$ cat config.mk
export PLATFORM = sky130hd
export DESIGN_NAME = product_accumulator
export DESIGN_NICKNAME = d
export VERILOG_FILES = /design/src/rtl/product_accumulator.sv
export SDC_FILE = /design/constraint.sdc
export NUM_CORES = 1
export LEC_CHECK = 0
export CAP_MARGIN = 20
export CORE_AREA = 2 2 87 89
export CTS_BUF_LIST = sky130_fd_sc_hd__clkbuf_8
export DETAILED_ROUTE_END_ITERATION = 16
export DIE_AREA = 0 0 89 91
export GPL_TIMING_DRIVEN = 0
export PLACE_DENSITY = 0.87
export SLEW_MARGIN = 0
export SYNTH_ARGS = -nofsm -noshare
export SYNTH_HDL_FRONTEND = slang
export SYNTH_SLANG_ARGS = --single-unit
$ cat constraint.sdc
create_clock -name clk -period 2.58 [get_ports clk]
set_clock_uncertainty 0.1 [all_clocks]
set_input_delay 0.645 -clock clk [delete_from_list [all_inputs] [get_ports clk]]
set_output_delay 0.645 -clock clk [all_outputs]
set_load 0.02 [all_outputs]
$ cat src/rtl/product_accumulator.sv
// product_accumulator: sums unsigned multiplier products into a saturating
// dot-product result. The result is emitted after N_TERMS products, or
// earlier when a beat is flagged last. Valid/ready handshakes on both sides.
module product_accumulator #(
  parameter int unsigned parallelism = 8,
  parameter int unsigned ACC_GUARD   = 8,
  parameter int unsigned N_TERMS     = 16   // must be >= 1
) (
  input  logic                                         clk,
  input  logic                                         rst,
  input  logic                                         clear,
  input  logic                                         in_valid,
  output logic                                         in_ready,
  input  logic [2*parallelism-1:0]                     product,
  input  logic                                         in_last,
  output logic                                         out_valid,
  input  logic                                         out_ready,
  output logic [2*parallelism+ACC_GUARD-1:0]           out_sum,
  output logic [$clog2(N_TERMS+1)-1:0]                 out_count,
  output logic                                         out_ovf
);

  localparam int unsigned PROD_W = 2 * parallelism;
  localparam int unsigned ACC_W  = PROD_W + ACC_GUARD;
  localparam int unsigned CNT_W  = $clog2(N_TERMS + 1);

  typedef enum logic [0:0] {
    ST_ACC  = 1'b0,
    ST_HOLD = 1'b1
  } state_e;

  state_e             state_q, state_d;
  logic [ACC_W-1:0]   acc_q, acc_d;
  logic [CNT_W-1:0]   cnt_q, cnt_d;
  logic               ovf_q, ovf_d;
  logic               out_valid_q, out_valid_d;
  logic [ACC_W-1:0]   out_sum_q, out_sum_d;
  logic [CNT_W-1:0]   out_count_q, out_count_d;
  logic               out_ovf_q, out_ovf_d;

  // Datapath helpers for the beat being accepted this cycle.
  logic               accept;
  logic [ACC_W:0]     sum_wide;
  logic [ACC_W-1:0]   acc_nx;
  logic [CNT_W-1:0]   cnt_nx;
  logic               ovf_nx;
  logic               close_nx;

  // Ready is purely a function of state and clear, never of in_valid.
  assign in_ready = (state_q == ST_ACC) && !clear;
  assign accept   = in_valid && in_ready;

  // Saturating add of the zero-extended product, plus term counting.
  always_comb begin
    sum_wide = {1'b0, acc_q} + (ACC_W + 1)'(product);
    ovf_nx   = sum_wide[ACC_W] | ovf_q;
    acc_nx   = ovf_nx ? {ACC_W{1'b1}} : sum_wide[ACC_W-1:0];
    cnt_nx   = cnt_q + CNT_W'(1);
    close_nx = (cnt_nx == CNT_W'(N_TERMS)) || in_last;
  end

  // Next-state and next-output logic; every register holds by default.
  always_comb begin
    state_d     = state_q;
    acc_d       = acc_q;
    cnt_d       = cnt_q;
    ovf_d       = ovf_q;
    out_valid_d = out_valid_q;
    out_sum_d   = out_sum_q;
    out_count_d = out_count_q;
    out_ovf_d   = out_ovf_q;

    unique case (state_q)
      ST_ACC: begin
        if (clear) begin
          // Discard the partial sum; no beat is taken this cycle.
          acc_d = '0;
          cnt_d = '0;
          ovf_d = 1'b0;
        end else if (accept) begin
          if (close_nx) begin
            out_sum_d   = acc_nx;
            out_count_d = cnt_nx;
            out_ovf_d   = ovf_nx;
            out_valid_d = 1'b1;
            acc_d       = '0;
            cnt_d       = '0;
            ovf_d       = 1'b0;
            state_d     = ST_HOLD;
          end else begin
            acc_d = acc_nx;
            cnt_d = cnt_nx;
            ovf_d = ovf_nx;
          end
        end
      end
      ST_HOLD: begin
        // Result is frozen until the sink takes it; clear has no effect here.
        if (out_ready) begin
          out_valid_d = 1'b0;
          state_d     = ST_ACC;
        end
      end
      default: begin
        state_d = ST_ACC;
      end
    endcase
  end

  // State and output registers with asynchronous active-high reset.
  always_ff @(posedge clk or posedge rst) begin
    if (rst) begin
      state_q     <= ST_ACC;
      acc_q       <= '0;
      cnt_q       <= '0;
      ovf_q       <= 1'b0;
      out_valid_q <= 1'b0;
      out_sum_q   <= '0;
      out_count_q <= '0;
      out_ovf_q   <= 1'b0;
    end else begin
      state_q     <= state_d;
      acc_q       <= acc_d;
      cnt_q       <= cnt_d;
      ovf_q       <= ovf_d;
      out_valid_q <= out_valid_d;
      out_sum_q   <= out_sum_d;
      out_count_q <= out_count_d;
      out_ovf_q   <= out_ovf_d;
    end
  end

  assign out_valid = out_valid_q;
  assign out_sum   = out_sum_q;
  assign out_count = out_count_q;
  assign out_ovf   = out_ovf_q;

endmodule

==> results of run 1 <==
==> routing by layer <==
layer  vias up  routed length [um]  share of wire (%)
met3        39                 573                5.5
li1       1594                   -                  -
met4         0                 414                3.9
met2       147                5150                 49
met5         -                   0                  0
met1      1703                4350                 41
==> logic make-up (layout without fill, tap and decap cells) <==
| family | count (synthesis) | after routing |
|---|---|---|
| AO/OA/AOI/OAI | 138 | 138 |
| buffers and inverters | 29 | 130 |
| AND/OR/NAND/NOR | 125 | 125 |
| adder cells (fa/ha/maj) | 18 | 18 |
| multiplexers | 4 | 4 |
| flip-flops | 62 | 62 |
| XOR/XNOR | 22 | 22 |
==> cell usage in the layout, fill, tap and decap left out, drive strengths merged, types with 4 or more instances in the layout <==
cell           synthesis  layout
a21o                   8       8
a21oi                 56      56
a31oi                  8       8
and3                   5       5
buf                    6      39
clkbuf                12      22
clkdlybuf4s50          0      44
dfrtp                 62      62
dlygate4sd2            0       7
ha                    17      17
inv                   11      13
nand2                 38      38
nand3                  6       6
nand4                  4       4
nor2                  59      59
o21ai                 42      42
o21bai                 5       5
xnor2                 13      13
xor2                   9       9
==> stage by stage <==
step | cells | hold WS, ns | setup WS [ns] | util (%) | area (um^2)
4_1_cts | 590 | 0.392 | -0.190 | 69.6 | 4970
3_5_place_dp | 551 | 0.374 | -1.02 | 59.8 | 4270
5_1_grt | 598 | 0.418 | -0.282 | 72.3 | 5160
3_3_place_gp | 550 | 0.362 | -0.976 | 59.5 | 4250
2_1_floorplan | 398 | 0.354 | -0.198 | - | 3590
6_report | 598 | 0.388 | -0.215 | 72.3 | 5160
==> sequential cells by signal, indices dropped and copies added, names as in the netlist <==
register and flops:
out_ovf 1, out_valid 1, out_sum 24, ovf_q 1, out_count 5, acc_q 24
cnt_q 5, state_q 1
==> final cells by class <==
class	count	area, um^2	share of cell area [%]
multi-input combinational	307	2280	44.1
sequential	62	1550	30.1
timing repair buffer	86	827	16.0
clock buffer	10	138	2.67
tap	99	124	2.40
buffer	17	110	2.13
clock inverter	6	92.6	1.79
inverter	11	41.3	0.800
==> worst register-to-register path: cells and delay by family, from the launching register on <==
| family | cells | cell delay (ns) |
|---|---|---|
| AOI/OAI and AO/OA | 5 | 1.17 |
| adders and majority gates | 2 | 0.61 |
| DFF | 1 | 0.41 |
| and+or+nand+nor | 2 | 0.20 |
| buffers and inverters | 1 | 0.17 |
==> worst paths after layout <==
check,startpoint,end,slack (ns)
setup / recovery,acc_q[0],out_sum[5],-0.22
hold / removal,out_valid,out_valid,0.39
setup reg to reg,acc_q[0],out_sum[5],-0.22
hold reg to reg,out_valid,out_valid,0.39
max in group asynchronous,rst,acc_q[12],1.18
min in group asynchronous,rst,out_count[0],0.59
==> what timing repair did <==
item	CTS	global route
gates cloned	2	0
endpoints found under the setup margin	51	56
gates resized for setup	77	38
buffers inserted	22	8
pin swaps	27	15
hold endpoints to repair	0	0
==> power by group through the flow <==
stage / clock network [mW] / logic [mW] / registers [mW]
final: 1.02 / 1.14 / 1.20
after global routing: 1.06 / 1.23 / 1.22
after CTS: 1.01 / 1.06 / 1.20
after detailed placement: 0 / 0.939 / 1.21
after global placement: 0 / 0.917 / 1.20
after floorplan: 0 / 0.417 / 1.35
==> results.md, run 1 <==
* Vias in the first global route at 3480
* Crit-path cells: ha_4, fa_2, a211oi_4, nor3_4, a221oi_4, o211ai_4, a21o_4, buf_16, nor2_4, a21oi_1
* Crit path DAT at between 2 and 3 ns
* Hold Path Stages at 1
* Main combinational cell family by area after synthesis: compound AO/OA/AOI/OAI gates
* Yosys warns at 0
* Worst Path Max Fanout at 5
* Worst Slack Setup Final at -0.215 ns
* Dpl hpwl at 6.52 mm
* Layout cells sized above 1 at 26.1%
* Post-CTS Hold Buffers at 0
* Clock buffer depth at 2
* Synthesis-stage register bit count at 62
* Total power at 3.36 mW
* Routed vias at between 3000 and 4000
* Residual DRC count at 0
* First-pass GRT wire length at 16.6 mm
* Async SR Flop Fraction at 100%
* Fmax at 358 MHz
* Fill cells at 517
* Logic gate share of total power at between 30% and 40%
* Levels on crit path at 10
* Tightest Pin Transition at 0.691 ns
* Final GP Congestion at a little over 0.9
* Post-route ant nets at 0
* Pwr Density at 650 mW/mm^2
* Clock sinks at 62
* Root Buffer: clkbuf_8
* Final nets at about 530
* Synthesized instance count at 398
* Num rows at 31
* CP peak stage delay at 0.42 ns
* Hold Path Class: flip-flop to flip-flop
* Vias per cell at 5.82
* Synth Area in Compound Gates at 23.8%
* Leakage at approximately 2.1 nW
* Placeable core area at ~0.007 mm^2
* Die Wd at 89 um
* Post-synth top area cell: dfrtp_1
* CTS buffer count at 9
* Minimum clock period at 2.80 ns
* Post-Synth Simple-Gate Area at roughly 15%
* Reg clk slew, reported paths at 0.08 ns
* Clk Latency, worst-skew pair at ~0.35 ns
* DIE HEIGHT at 91 um
* Worst r2r path cells at 10
* Worst setup SP type: flip-flop
* Mux cell area share after synthesis at under 10%
* Crit path required time at 2.70 ns
* H-tree depth at 3
* Final Hold Fails at 0
* Top Ports at 54
* Clk pwr share at slightly above 30%
* Primary FF master, synth: dfrtp_1
* Part of the power in registers at 35.8%
* CP Capture Type: flip-flop
* Number of I/O port buffers at 53
* Starting Density at between 40 and 50%
* Post-DR wirelength/cell at between 15 and 20 um
* Relative slew slack at a little over half
* Setup violators final at 50
* Most used routing layer in global routing: met2
* RSZ-0062 raised after global routing: yes
* Fin crit share at 108%
* Max-slew violations at 0
* Post-Syn Nets at roughly 440
* Die Footprint at 0.00810 mm^2
* Iteration-0 DRC Markers at 218
* Most frequent cells after synthesis: dfrtp_1 (62), nor2_1 (59), a21oi_1 (55)
* Area share of fa/ha/maj cells after synthesis at 6.62%
* Worst Path Buf+Inv at 1
* Post-synthesis xor/xnor area fraction at under 10%
* Met2 Use GR at 42.8%
* Failing checks: negative setup slack
* Tot GR Track Use at 26.2%
* Largest net degree at the start of global routing at 35
* Synth top area cells: dfrtp_1 (44%), a21oi_1 (7.8%), nor2_1 (6.3%), ha_1 (6.1%), o21ai_0 (5.8%)
* Psw at 1.13 mW
* Internal power at 2.22 mW
* Max cap viols at 0
* WS Path Type: flip-flop to flip-flop
* Sequential cell area fraction in the yosys report at 44.1%
* GRT Residual Overflow at 0
* Met3 usage at between 4 and 5%
* Syn Area/Cell at 8.83 um^2
* Initial antenna violation count at 0
* CP top delay family: compound AO/OA/AOI/OAI gates
* Yosys top cell area share at 44.1%
* Switching Share at 33.7%
* Most common cell in the netlist: dfrtp_1
* Mapped Area at 0.00351 mm^2
* Setup TNS at -8.82 ns
* CP max-delay cell: fa_2
* Drt total wl at roughly 10 mm
* TritonCTS clock tree: yes
* Met1 usage at around a third
* Post-synth EDFFs at 0
* Max VDD drop at 375 uV
* Antenna diodes at 0
* Post-synth cell types at 44
* P&R area growth vs syn at 46.8%
* Pre-antenna DRT Iters at 5
* Status: finished, violations left
No activity file was read; power rests on OpenSTA's default activity.
==> run 2, diff against run 1 <==
--- a/config.mk
+++ b/config.mk
@@ -7,10 +7,11 @@
 export LEC_CHECK = 0
 export CAP_MARGIN = 20
 export CORE_AREA = 2 2 87 89
-export CTS_BUF_LIST = sky130_fd_sc_hd__clkbuf_8
+export CTS_BUF_LIST = sky130_fd_sc_hd__clkbuf_2 sky130_fd_sc_hd__clkbuf_4 sky130_fd_sc_hd__clkbuf_8
 export DETAILED_ROUTE_END_ITERATION = 16
 export DIE_AREA = 0 0 89 91
 export GPL_TIMING_DRIVEN = 0
+export MAX_ROUTING_LAYER = met4
 export PLACE_DENSITY = 0.87
 export SLEW_MARGIN = 0
 export SYNTH_ARGS = -nofsm -noshare
==> run 2 against run 1 <==
The run still ends with negative setup slack left. Fmax up 2.0%. Final area is 0.99% higher. Wire length is 2.5% lower. Worst hold slack got worse by 0.00094 ns. Via count shrank 1.8%. Worst setup slack improved by 0.054 ns. Final cell count fell by 0.84%. Die area unchanged. Sequential power about the same. Sequential share of layout area is 0.30 points lower. Sequential cell count unchanged. Critical path type unchanged. Largest cell class unchanged.
==> results.md, run 2 (synthesis gave the netlist of run 1 again) <==
* Most frequent cells in the layout: dfrtp_1 (62), nor2_1 (41), clkdlybuf4s50_1 (40), nand2_1 (37), a21oi_1 (32)
* Worst r2r path cells at 11 (+1)
* Max VDD drop at 380 uV (+1.4%)
* Max cap viols at 0 (unchanged)
* Worst Slack Setup Final at -0.161 ns (+0.0542 ns)
* Clk Latency, worst-skew pair at 0.35 ns (about the same)
* Placed cells at 551 (unchanged)
* Failing checks: negative setup slack
* Drt total wl at 10.2 mm (-2.5%)
* Antenna diodes at 0 (unchanged)
* Initial antenna violation count at 0 (unchanged)
* H-tree depth at 3 (unchanged)
* Clock sinks at 62 (unchanged)
* Die Footprint at 0.00810 mm^2 (unchanged)
* Pwr Density at 631 mW/mm^2 (-2.9%)
* P&R area growth vs syn at 48.3%
* Number of I/O port buffers at 53 (unchanged)
* DIE HEIGHT at 91 um (unchanged)
* Final nets at 530 (-0.75%)
* Minimum clock period at 2.74 ns (-0.0542 ns)
* Residual DRC count at 0 (unchanged)
* Top Ports at 54 (unchanged)
* Routed vias at 3420 (-1.8%)
* Tightest Pin Transition at 0.672 ns (-0.0195 ns)
* Crit path required time at 2.72 ns (+0.02 ns)
* Hold Path Class: flip-flop to flip-flop
* CP Capture Type: flip-flop
* Iteration-0 DRC Markers at 185 (-15%)
* CTS buffer count at 9 (unchanged)
* Most common cell after layout, fill and taps aside: dfrtp_1
* RSZ-0062 raised after global routing: yes
* Hold WS at 0.387 ns (-0.000939 ns)
* Num rows at 31 (unchanged)
* GRT Residual Overflow at 0 (unchanged)
* Status: finished, violations left
* WS Path Type: flip-flop to flip-flop
* Starting Density at 49.2% (unchanged)
* Setup violators final at 47 (-6.0%)
* Pre-antenna DRT Iters at 4 (-1)
* Max-slew violations at 0 (unchanged)
* Fmax at 365 MHz (+2.0%)
* Fin crit share at 106% (-2.1 points)
* Layout cells sized above 1 at 27.3% (+1.3 points)
* Post-DR wirelength/cell at 17.2 um (-1.7%)
* Relative slew slack at 54.8% (+1.3 points)
* Placeable core area at 0.00714 mm^2 (unchanged)
* Vias per cell at 5.77 (-0.98%)
* Reg clk slew, reported paths at 0.07 ns (about the same)
* Leakage at 2.13 nW (-0.30%)
* Flop2flop setup slack at -0.16 ns (+0.05 ns)
* Vias in the first global route at 3372 (-3.1%)
* First-pass GRT wire length at 16.4 mm (-1.2%)
* Worst setup SP type: flip-flop
* Root Buffer: clkbuf_8
* Worst Path Max Fanout at 6 (+1)
* Final Hold Fails at 0 (unchanged)
* Dpl hpwl at 6.49 mm (-0.55%)
* Hold Path Stages at 1 (unchanged)
* Setup TNS at -4.21 ns (+4.60 ns)
* Worst setup endpoint: acc_q[17]
* TritonCTS clock tree: yes
* Largest net degree at the start of global routing at 41 (+17%)
* Worst r2r src: acc_q[0]
* Final std cells w/o fill at 593 (-0.84%)
* Die Wd at 89 um (unchanged)
* CP Launch Point: acc_q[0]
* Crit path DAT at 2.88 ns (-0.03 ns)
* Clock buffer depth at 2 (unchanged)
* End of the worst register-to-register path: acc_q[17]
* Dpl ws at -1.00 ns (+0.0135 ns)
* Tot GR Track Use at 26.7% (+0.50 points)
* Final GP Congestion at 0.932 (+1.7%)
* Post-route ant nets at 0 (unchanged)
* Final core utilization at 73.0% (+0.72 points)
## run 2: changes by cell type in the layout (fill, tap and decap cells not counted), moves of 3 or more
cell,delta
clkdlybuf4s50_1,-4
a21oi_4,+3
clkdlybuf4s15_1,+3
a31oi_4,+3
buf_4,-5
ha_2,-3
a21oi_1,-4
ha_4,+3
## run 2: worst min path at each step
stage,startpoint,to,slack (ns)
2_1_floorplan,acc_q[10],acc_q[10],0.35
3_3_place_gp,out_valid,out_valid,0.36
3_5_place_dp,out_valid,out_valid,0.37
4_1_cts,out_valid,out_valid,0.39
5_1_grt,out_valid,out_valid,0.42
6_report,out_valid,out_valid,0.39
## run 2: report_power, final
group          internal (mW)  total, mW  switching, mW
clock                  0.519      0.926          0.407
combinational          0.551       1.16          0.609
sequential              1.11       1.20         0.0935
## run 2: critical path, stage by stage (launching register included)
cell	delay [ns]
dfrtp_1	0.42
ha_4	0.18
fa_2	0.37
a211oi_4	0.26
nor3_2	0.09
a221oi_2	0.22
buf_4	0.17
o211ai_4	0.11
buf_6	0.15
a21oi_4	0.23
o21ai_1	0.13
a22o_1	0.22
## run 2: layout make-up
cell class | instances | area [um^2]
multi-input combinational | 307 | 2370
fill | 507 | 1920
sequential | 62 | 1550
timing repair buffer | 82 | 803
clock buffer | 12 | 165
tap | 99 | 124
buffer | 17 | 111
clock inverter | 3 | 42.5
inverter | 11 | 41.3
## run 2: metrics by stage
step | instance area, um^2 | power [mW]
floorplan | 3590 | 1.76
global placement | 4250 | 2.12
detailed placement | 4270 | 2.16
CTS | 5060 | 3.22
global route | 5210 | 3.44
finish | 5210 | 3.29
## run 2: per-layer routing
layer  GRT usage (%)  part of all wire (%)  vias to the layer above  wire, um
met3            4.09                   4.9                       28       502
met2            42.3                    51                      127      5210
met1            34.4                    41                     1677      4210
met5               -                     0                        -         0
li1                -                     -                     1588         -
met4            10.2                   2.9                        0       293
## run 2: timing repair
item,CTS,global route
gates resized for setup,109,29
hold buffers,0,0
endpoints found under the setup margin,51,57
gates cloned,2,0
buffers inserted,26,4
pin swaps,39,17
==> run 3, diff against run 2 <==
==> constraint.sdc (replaced) <==
create_clock -name clk -period 2.5 [get_ports clk]
set_clock_uncertainty 0.1 [all_clocks]
set_input_delay 0.625 -clock clk [delete_from_list [all_inputs] [get_ports clk]]
set_output_delay 0.625 -clock clk [all_outputs]
set_load 0.02 [all_outputs]
==> run 3 against run 2 <==
The flow still finishes with violations (negative setup slack). Sequential share of layout area up 0.057 points. Clock power up 10%. Die area unchanged. Wire length up 3.9%. Largest power group unchanged. Highest routed layer unchanged.
==> results.md, run 3 (synthesis gave the netlist of run 1 again) <==
* Crit path required time at 2.61 ns (-0.11 ns)
* Tot GR Track Use at 27.2% (+0.46 points)
* CTS buffer count at 9 (unchanged)
* Routed vias at 3490 (+2.0%)
* Leakage at 2.16 nW (+1.3%)
* Post-DR wirelength/cell at 17.9 um (+3.7%)
* Reg clk slew, reported paths at 0.08 ns (about the same)
* Setup TNS at -8.97 ns (-4.75 ns)
* Worst Slack Setup Final at -0.255 ns (-0.0947 ns)
* WL met2 at 5.46 mm (+4.9%)
* WL met1 at 4.22 mm (+0.17%)
* Placeable core area at 0.00714 mm^2 (unchanged)
* P&R area growth vs syn at 48.0%
* Starting Density at 49.2% (unchanged)
* Fin area at 0.00520 mm^2 (-0.19%)
* Placed Area at 0.00427 mm^2 (unchanged)
* Failing checks: negative setup slack
* Clk Latency, worst-skew pair at 0.34 ns (about the same)
* Met3 wire length at 614 um (+22%)
* Worst Path Buf+Inv at 3 (+1)
* Residual DRC count at 0 (unchanged)
* First-pass GRT wire length at 16.8 mm (+2.4%)
* Most common cell after layout, fill and taps aside: dfrtp_1
* Num rows at 31 (unchanged)
* Relative slew slack at 46.8% (-8.0 points)
* CP max-delay cell: dfrtp_1
* Initial antenna violation count at 0 (unchanged)
* DR top layer: met4
* Tightest Pin Transition at 0.790 ns (+0.119 ns)
* Top Ports at 54 (unchanged)
* Crit path DAT at 2.87 ns (about the same)
* Clock buffer depth at 2 (unchanged)
* Vias per cell at 5.88 (+1.9%)
* Crit-path cells: ha_4, fa_2, a211oi_4, nor3_4, a221oi_4, o211ai_4, buf_4, a21oi_4, buf_4, buf_6, a31oi_1
* Most frequent cells in the layout: dfrtp_1 (62), nor2_1 (41), clkdlybuf4s50_1 (41), nand2_1 (37), a21oi_1 (30)
* Fin crit share at 110% (+4.0 points)
* Iteration-0 DRC Markers at 289 (+56%)
* Pwr Density at 662 mW/mm^2 (+4.8%)
* CP most frequent cell: buf_4
* Max VDD drop at 368 uV (-3.3%)
* Drt total wl at 10.6 mm (+3.9%)
* Dpl hpwl at 6.48 mm (about the same)
* CP peak stage delay at 0.42 ns (about the same)
* Vias in the first global route at 3412 (+1.2%)
* Clock sinks at 62 (unchanged)
* Final GP Congestion at 0.897 (-3.7%)
* Setup violators final at 50 (+6.4%)
* Die Footprint at 0.00810 mm^2 (unchanged)
* Minimum clock period at 2.76 ns (+0.0147 ns)
* Fmax at 363 MHz (-0.53%)
* Hold Path Class: flip-flop to flip-flop
* Layout cells sized above 1 at 28.3% (+0.95 points)
* Total power at 3.44 mW (+4.6%)
* Die Wd at 89 um (unchanged)
* Pre-antenna DRT Iters at 7 (+3)
* Max-slew violations at 0 (unchanged)
* GRT Residual Overflow at 0 (unchanged)
* Largest net degree at the start of global routing at 41 (unchanged)
* CP Capture Type: flip-flop
* Final Hold Fails at 0 (unchanged)
* H-tree depth at 3 (unchanged)
* WS Path Type: flip-flop to flip-flop
* Final nets at 530 (unchanged)
* TritonCTS clock tree: yes
* Antenna diodes at 0 (unchanged)
* Root Buffer: clkbuf_8
* Worst Path Max Fanout at 5 (-1)
* Max cap viols at 0 (unchanged)
* Number of I/O port buffers at 53 (unchanged)
* DIE HEIGHT at 91 um (unchanged)
* Status: finished, violations left
* Worst setup SP type: flip-flop
* RSZ-0062 raised after global routing: yes
* Post-route ant nets at 0 (unchanged)
* CP top delay family: compound AO/OA/AOI/OAI gates
==> run 3: area by class of cell <==
cell class | count | area (um^2)
plain buffers | 17 | 113
clock buffers | 12 | 153
flip-flops and latches | 62 | 1550
repair buffers | 82 | 793
well taps | 99 | 124
clock inverters | 4 | 70.1
inverters | 11 | 41.3
multi-input cells | 307 | 2360
fillers | 506 | 1930
==> run 3: path summary, 6_finish.rpt <==
path / start / endpoint / slack (ns) / cells past startpoint
max: acc_q[0] / out_sum[23] / -0.26 / 11
min: out_valid / out_valid / 0.39 / 1
max reg2reg: acc_q[0] / out_sum[23] / -0.26 / 11
min reg2reg: out_valid / out_valid / 0.39 / 1
max in group asynchronous: rst / out_sum[10] / 1.19 / 3
min in group asynchronous: rst / out_count[4] / 0.52 / 2
==> run 3: metrics by stage <==
stage | util, % | cells | setup WS, ns | hold WS, ns
global route | 72.9 | 594 | -0.319 | 0.419
finish | 72.9 | 594 | -0.255 | 0.387
global placement | 59.5 | 550 | -1.05 | 0.362
detailed placement | 59.8 | 551 | -1.07 | 0.374
floorplan | - | 398 | -0.258 | 0.354
CTS | 70.0 | 586 | -0.207 | 0.390
==> run 3: repair_timing <==
item                                    in CTS  in global routing
cloned                                       2                  0
endpoints found under the hold margin        0                  0
hold buffers                                 0                  0
pin swaps                                   28                 14
gates resized for setup                     98                 39
endpoints found under the setup margin      51                 58
setup buffers                               18                  8
==> run 3: per-layer routing <==
layer  global-route usage [%]  vias up
li1                         -     1588
met1                     35.4     1720
met2                     42.7      147
met3                     5.27       35
met4                     8.71        0
met5                        -        -
==> run 3: where the power goes <==
part | switching [mW] | internal [mW]
Combinational | 0.627 | 0.555
Sequential | 0.0951 | 1.15
Clock | 0.410 | 0.609
